### src/rtl/alu_pkg.sv
// Shared ALU definitions: opcode encodings, sequencer state encoding and
// the bit layout of the flag byte returned after each operation.
`timescale 1ns/1ps

package alu_pkg;

    localparam logic [5:0] OP_ADD = 6'b100000;
    localparam logic [5:0] OP_SUB = 6'b100010;
    localparam logic [5:0] OP_AND = 6'b100100;
    localparam logic [5:0] OP_OR  = 6'b100101;
    localparam logic [5:0] OP_XOR = 6'b100110;
    localparam logic [5:0] OP_SRA = 6'b000011;
    localparam logic [5:0] OP_SRL = 6'b000010;
    localparam logic [5:0] OP_NOR = 6'b100111;

    // Bit positions inside the flag byte.
    localparam int FLG_CARRY_BIT   = 0;
    localparam int FLG_ILLEGAL_BIT = 1;

    typedef enum logic [2:0] {
        WAIT_A   = 3'd0,
        WAIT_B   = 3'd1,
        WAIT_OP  = 3'd2,
        EXEC     = 3'd3,
        SEND_RES = 3'd4,
        SEND_FLG = 3'd5
    } seq_state_t;

    function automatic logic is_legal(input logic [5:0] op);
        case (op)
            OP_ADD, OP_SUB, OP_AND, OP_OR,
            OP_XOR, OP_SRA, OP_SRL, OP_NOR: return 1'b1;
            default:                        return 1'b0;
        endcase
    endfunction

endpackage

### src/rtl/tx_byte_issuer.sv
// Hands one byte at a time to the UART transmitter: one-cycle start pulse,
// data held until the transmitter reports completion.
`timescale 1ns/1ps

module tx_byte_issuer #(
    parameter int DATA_W = 8
) (
    input  logic              clk,
    input  logic              rst_n,
    input  logic              issue,
    input  logic [DATA_W-1:0] issue_data,
    input  logic              tx_done,
    output logic [DATA_W-1:0] tx_data,
    output logic              tx_start,
    output logic              accept
);

    logic waiting_q;

    // A done pulse coincident with our own start pulse belongs to nothing we sent.
    assign accept = waiting_q && tx_done && !tx_start;

    // NOTE: sequential state uses non-blocking assignments so every register
    // samples pre-edge values regardless of statement order.
    always_ff @(posedge clk or negedge rst_n) begin
        if (!rst_n) begin
            tx_data   <= '0;
            tx_start  <= 1'b0;
            waiting_q <= 1'b0;
        end else begin
            tx_start <= issue;
            if (issue) begin
                tx_data   <= issue_data;
                waiting_q <= 1'b1;
            end else if (accept) begin
                waiting_q <= 1'b0;
            end
        end
    end

endmodule

### src/rtl/alu_uart_sequencer.sv
// UART byte-stream front end for the ALU: gathers A, B and opcode, runs one
// EXEC cycle, then returns the result byte and the flag byte.
`timescale 1ns/1ps

module alu_uart_sequencer
    import alu_pkg::*;
#(
    parameter int SIZE   = 8,
    parameter int DATA_W = 8
) (
    input  logic              i_clk,
    input  logic              i_rst_n,
    input  logic [DATA_W-1:0] i_rx_data,
    input  logic              i_rx_valid,
    output logic [DATA_W-1:0] o_tx_data,
    output logic              o_tx_start,
    input  logic              i_tx_done,
    output logic [SIZE-1:0]   o_a_alu,
    output logic [SIZE-1:0]   o_b_alu,
    output logic [5:0]        o_opcode_alu,
    input  logic [SIZE-1:0]   i_res_alu,
    input  logic              i_carry_alu,
    output logic              o_busy
);

    seq_state_t        state_q, state_d;
    logic              load_a, load_b, load_op, exec;
    logic              issue, tx_accept, legal;
    logic [DATA_W-1:0] issue_data, res_ext, flg_d, flg_q;

    assign legal   = is_legal(o_opcode_alu);
    assign res_ext = legal ? DATA_W'($signed(i_res_alu)) : '0;

    always_comb begin
        flg_d                  = '0;
        flg_d[FLG_ILLEGAL_BIT] = !legal;
        flg_d[FLG_CARRY_BIT]   = legal & i_carry_alu;
    end

    always_ff @(posedge i_clk or negedge i_rst_n) begin
        if (!i_rst_n) state_q <= WAIT_A;
        else          state_q <= state_d;
    end

    // NOTE: every signal assigned in always_comb gets a default first, so no
    // path through the case can leave it unassigned and infer a latch.
    always_comb begin
        state_d = state_q;
        case (state_q)
            WAIT_A:   if (i_rx_valid) state_d = WAIT_B;
            WAIT_B:   if (i_rx_valid) state_d = WAIT_OP;
            WAIT_OP:  if (i_rx_valid) state_d = EXEC;
            EXEC:                     state_d = SEND_RES;
            SEND_RES: if (tx_accept)  state_d = SEND_FLG;
            SEND_FLG: if (tx_accept)  state_d = WAIT_A;
            default:                  state_d = WAIT_A;
        endcase
    end

    // The result byte is handed to the issuer at the EXEC edge so its start
    // pulse lands on the first SEND_RES cycle.
    always_comb begin
        load_a     = 1'b0;
        load_b     = 1'b0;
        load_op    = 1'b0;
        exec       = 1'b0;
        issue      = 1'b0;
        issue_data = flg_q;
        o_busy     = 1'b0;
        case (state_q)
            WAIT_A:  load_a  = i_rx_valid;
            WAIT_B:  load_b  = i_rx_valid;
            WAIT_OP: load_op = i_rx_valid;
            EXEC: begin
                exec       = 1'b1;
                issue      = 1'b1;
                issue_data = res_ext;
                o_busy     = 1'b1;
            end
            SEND_RES: begin
                issue  = tx_accept;
                o_busy = 1'b1;
            end
            SEND_FLG: o_busy = 1'b1;
            default: ;
        endcase
    end

    // Operands persist across sequences; only a new byte overwrites them.
    always_ff @(posedge i_clk or negedge i_rst_n) begin
        if (!i_rst_n) begin
            o_a_alu      <= '0;
            o_b_alu      <= '0;
            o_opcode_alu <= '0;
            flg_q        <= '0;
        end else begin
            if (load_a)  o_a_alu      <= i_rx_data[SIZE-1:0];
            if (load_b)  o_b_alu      <= i_rx_data[SIZE-1:0];
            if (load_op) o_opcode_alu <= i_rx_data[5:0];
            if (exec)    flg_q        <= flg_d;
        end
    end

    tx_byte_issuer #(.DATA_W(DATA_W)) u_tx_issuer (
        .clk        (i_clk),
        .rst_n      (i_rst_n),
        .issue      (issue),
        .issue_data (issue_data),
        .tx_done    (i_tx_done),
        .tx_data    (o_tx_data),
        .tx_start   (o_tx_start),
        .accept     (tx_accept)
    );

endmodule

### config.mk
export PLATFORM = sky130hd
export DESIGN_NAME = alu_uart_sequencer
export DESIGN_NICKNAME = d
export VERILOG_FILES = /design/src/rtl/alu_pkg.sv /design/src/rtl/tx_byte_issuer.sv /design/src/rtl/alu_uart_sequencer.sv
export SDC_FILE = /design/constraint.sdc
export NUM_CORES = 1
export LEC_CHECK = 0
export BUFFER_PORTS_ARGS = -buffer_cell sky130_fd_sc_hd__buf_2
export CAP_MARGIN = 30
export CELL_PAD_IN_SITES_DETAIL_PLACEMENT = 1
export CELL_PAD_IN_SITES_GLOBAL_PLACEMENT = 2
export CORE_MARGIN = 5
export CORE_UTILIZATION = 34
export CTS_CLUSTER_SIZE = 40
export DETAILED_ROUTE_END_ITERATION = 8
export GPL_ROUTABILITY_DRIVEN = 0
export PLACE_DENSITY = 0.88
export SLEW_MARGIN = 40
export SYNTH_ARGS = -nofsm -noshare
export SYNTH_HDL_FRONTEND = slang
export SYNTH_SLANG_ARGS = --single-unit
### constraint.sdc
create_clock -name i_clk -period 3.05 [get_ports i_clk]
set_clock_uncertainty 0.1 [all_clocks]
set_input_delay 0.61 -clock i_clk [delete_from_list [all_inputs] [get_ports i_clk]]
set_output_delay 0.61 -clock i_clk [all_outputs]
set_load 0.1 [all_outputs]
# --- After elaboration in Yosys (flattened, before gate mapping) ---
# Index checks and enable logic that the tools add are counted.
classes:
  n_mux: 17
  n_reduce_logical: 9
  n_eq_ne: 18
  n_bitwise: 1
ops:
  columns: ["operator", "n"]
  rows:
  - ["$eq A6 B6 Y1 const B", 6]
  - ["$pmux W3 S6", 1]
  - ["$mux W8", 2]
  - ["$mux W3", 5]
  - ["$eq A6 B2 Y1 const B", 2]
  - ["$ne A2 B2 Y1 const B", 5]
  - ["$mux W1", 8]
  - ["$reduce_or A8 Y1", 1]
  - ["$eq A3 B2 Y1 const B", 2]
  - ["$eq A3 B3 Y1 const B", 2]
  - ["$reduce_and A5 Y1", 1]
  - ["$eq A3 B1 Y1 const B", 1]
  - ["$logic_not A3 Y1", 1]
  - ["$reduce_or A3 Y1", 1]
  - ["$logic_and A1 B1 Y1", 2]
  - ["$logic_not A1 Y1", 2]
  - ["$pmux W1 S2", 1]
  - ["$reduce_bool A2 Y1", 1]
  - ["$and A1 B1 Y1", 1]
totals:
  input_bits: 21
  wordCells: 53
  output_inout_bits: 32
  register_bits: 37

# --- Depth between registers and ports, before layout ---
logic_depth:
  ltp_word: 5
  depth_mapped: 6

# --- Hierarchy ---
# From an unflattened synthesis, not the netlist that was laid out.
hier_totals:
  hier_cells: 110
  hier_area_um2: 1632.8
modules_own_cells:
  columns: ["mod", "cells_each", "instances", "area_per_inst_um2"]
  rows:
  - ["alu_uart_sequencer", 87, 1, 1228.7]
  - ["tx_byte_issuer", 23, 1, 404.1]

# --- Least setup slack after synthesis ---
# Ideal clock, no wire load.
synth_timing:
  path_type: "register to output"
  start: "register state_q[1]"
  end: "output port o_busy"
  path_buffers: 1
  slack_ns: 1.045
  t_arrival_ns: 1.295
  stages_incl_launch_ff: 4
  path_cell_list: "dfrtp_1 -> buf_4 -> nand2b_1 -> nand2_1"
synth_between:
  elab_chain_len: 3
synth_rtl:
  columns: ["element", "line_no", "source"]
  rows:
  - ["start, declared", "alu_uart_sequencer.sv:26", "seq_state_t state_q, state_d;"]
  - ["start signal, assigned", "alu_uart_sequencer.sv:42", "else state_q <= state_d;"]
  - ["$eq A3 B3 Y1 or $eq A3 B2 Y1 (tied branches)", "alu_uart_sequencer.sv:70", "case (state_q)"]
  - ["$reduce_or A3 Y1 (no source line) *", null, null]
  - ["$mux W1 *", "alu_uart_sequencer.sv:70", null]
  - ["end, declared", "alu_uart_sequencer.sv:23", "output logic o_busy"]
# Every way passes the cells marked *; elsewhere a longest branch is shown, timed or not.

# --- Final worst setup path ---
layout_timing:
  start: "register state_q[0]"
  end: "output port o_busy"
# The elaborated chain is that of the path after synthesis.

==> flow_summary.ini <==
[status]
outcome = completed

[place]
dp_cells = 206
dp_slack_ps = 1060
post-dp-hpwl_um = 2870
numPortBuffers = 52

[cells_and_area]
utilization_pct = 44.2
seq_area_um2 = 926
stdcell_count = 213
fillers = 460
antenna_cells = 0
area_growth_pct = 27.0
multi_input_area_um2 = 561
drive_gt1_share_pct = 54.7
num-nets-final = 182

[sta]
layout_setup_ws_ps = 733
worst_pin_slew_ps = 513
finalMaxSlewViolations = 0
finalSetupViolations = 0
period_needed_ps = 2320
finalHoldViolations = 0
finalSetupTns_ps = 0
timing.fmax_mhz = 432
slew_headroom_pct = 65.7
rsz0062_at_grt = no
min_period_over_period_pct = 76.0

[setup_path]
r2r-start = state_q[0]$_DFFE_PN0P_
r2r_slack_ps = 1330
path_delay_family = flip-flops
cp-startpoint = state_q[0]$_DFFE_PN0P_
cp.required_ps = 2340
cp.depth = 3
arrival_ps = 1610
critPathBufInv = 1
worstReg2RegEnd = u_tx_issuer.tx_data[1]$_DFFE_PN0P_
cpMaxStageDelayCell = dfrtp_1
path_cells = nand3b_1 -> nand2_1 -> buf_2
cpPeakStageDelay_ps = 550
cp-start-kind = flip-flop
r2r_cells = 4
crit_fanout = 10
crit_type = reg -> out
cp-endpoint = o_busy
cp-end-kind = output pin

[synth]
synth_top_family_by_area = multiplexers
ys_warn_count = 0
syn_area_um2 = 1520
synth_fa_ha_area_share_pct = 0
ys_types = 24
synth_seq_cells = 37
syn_area_per_cell_um2 = 14.4
synth_nets = 126
synth_compound_area_share_pct = 9.65
synth_simple_gate_area_share_pct = 11.0
seq_area_frac_synth_pct = 61.1
syn-instance-count = 105
synth-xor-area-share_pct = 0
muxShareOfSynthArea_pct = 16.3

[cts]
htreeDepth = 2
insertion_delay_ps = 290
post_cts_buffers = 0
cts_root_buffer = clkbuf_8
cts_tree = yes
cts.sinks = 37
clk_pin_slew_ps = 70
cts_hold_buffers = 0
cts_made_buffers = 5
ctsResizeCount = 0
cts_buffer_depth = 2

[drt]
drt_iter0_drc = 26
post_drt_wl_per_cell_um = 17.6
vias = 1060
drc = 0
via_per_inst = 4.98
ant_nets = 0
totalWireLength_um = 3750
first_pass_iters = 2

[floorplanning]
core_area_um2 = 4350
io_pins = 53
die_width_um = 76.8
die_h_um = 76.8
rows = 24
start_util_pct = 34.8
dieArea_um2 = 5900

[job]
drv_cap = 0

[global_routing]
met1_usage_pct = 15.3
antenna_found_initial = 0
grt_pass1_vias = 1257
grt_pass1_wl_um = 6540
overflow = 0
track_usage_pct = 14.2
globalRouteMet2Util_pct = 24.9
busiest_layer = met2
use_met3_pct = 4.68
grt_max_degree = 38

[min_path]
min_path_type = in -> async
[routing by layer]
metal  share of wire, %  vias up
li1                   -      484
met1                 37      537
met2                 55       29
met3                5.0       10
met4                2.3        0
met5                  0        -
[worst min path at each step]
stage | end | slack, ps
3_3_place_gp | flg_q[1]$_DFFE_PN0P_ | 380
4_1_cts | o_a_alu[0]$_DFFE_PN0P_ | 340
5_1_grt | state_q[1]$_DFFE_PN0P_ | 210
2_1_floorplan | flg_q[0]$_DFFE_PN0P_ | 210
6_report | o_a_alu[0]$_DFFE_PN0P_ | 170
3_5_place_dp | o_a_alu[6]$_DFFE_PN0P_ | 390
[Yosys cell counts (all sizes together)]
library cell  number  area [um^2]
inv                2         7.51
nand3b             4         30.0
nor2b              1         6.26
a2bb2oi            2         23.8
nor2               5         21.3
o21ai              4         20.0
dfrtp             37          926
nor3b              1         18.8
a21oi              2         21.3
mux2              22          248
and4b              1         10.0
buf                3         22.5
o2111a             1         11.3
and3b              1         10.0
nand2b             3         26.3
nor3               2         21.3
nand2              6         22.5
o221ai             1         8.76
a22o               7         61.3
[final cells by class]
class	instances	share of cell area [%]
clock buffers	5	3.57
clock inverters	2	1.82
inverters	2	0.390
multi-input cells	63	29.1
flip-flops and latches	37	48.1
well taps	52	3.38
repair buffers	52	13.6
[sequential cells by signal, indices dropped and copies added, names as in the netlist]
| name | count |
|---|---|
| u_tx_issuer.tx_start | 1 |
| u_tx_issuer.waiting_q | 1 |
| state_q | 3 |
| o_b_alu | 8 |
| o_a_alu | 8 |
| flg_q | 2 |
| o_opcode_alu | 6 |
| u_tx_issuer.tx_data | 8 |
[cell families (layout without fill, tap and decap cells)]
logic type	after synthesis	count (layout)
muxes	22	22
and+or+nand+nor	24	24
AOI/OAI and AO/OA	17	17
buffers and inverters	5	61
DFF	37	37
[through the flow]
| stage | hold WS, ps | cell area [um^2] |
|---|---|---|
| final | 173 | 1930 |
| after floorplan | 214 | 1520 |
| after global placement | 384 | 1820 |
| after global routing | 205 | 1930 |
| after CTS | 340 | 1920 |
| after detailed placement | 391 | 1820 |
[cells in the final DEF (no fill, tap or decap), types with 2 or more instances in the layout]
cell type	instances
a22o_1	7
nor2_1	4
o21ai_0	4
mux2_2	22
dfrtp_1	37
nand3b_1	4
buf_2	51
nand2_1	6
clkbuf_8	5
nand2b_1	2
inv_1	2
Power is left out: the tool's default activity adds up to more than one toggle a clock period on the data nets, which glitch-free logic cannot reach.
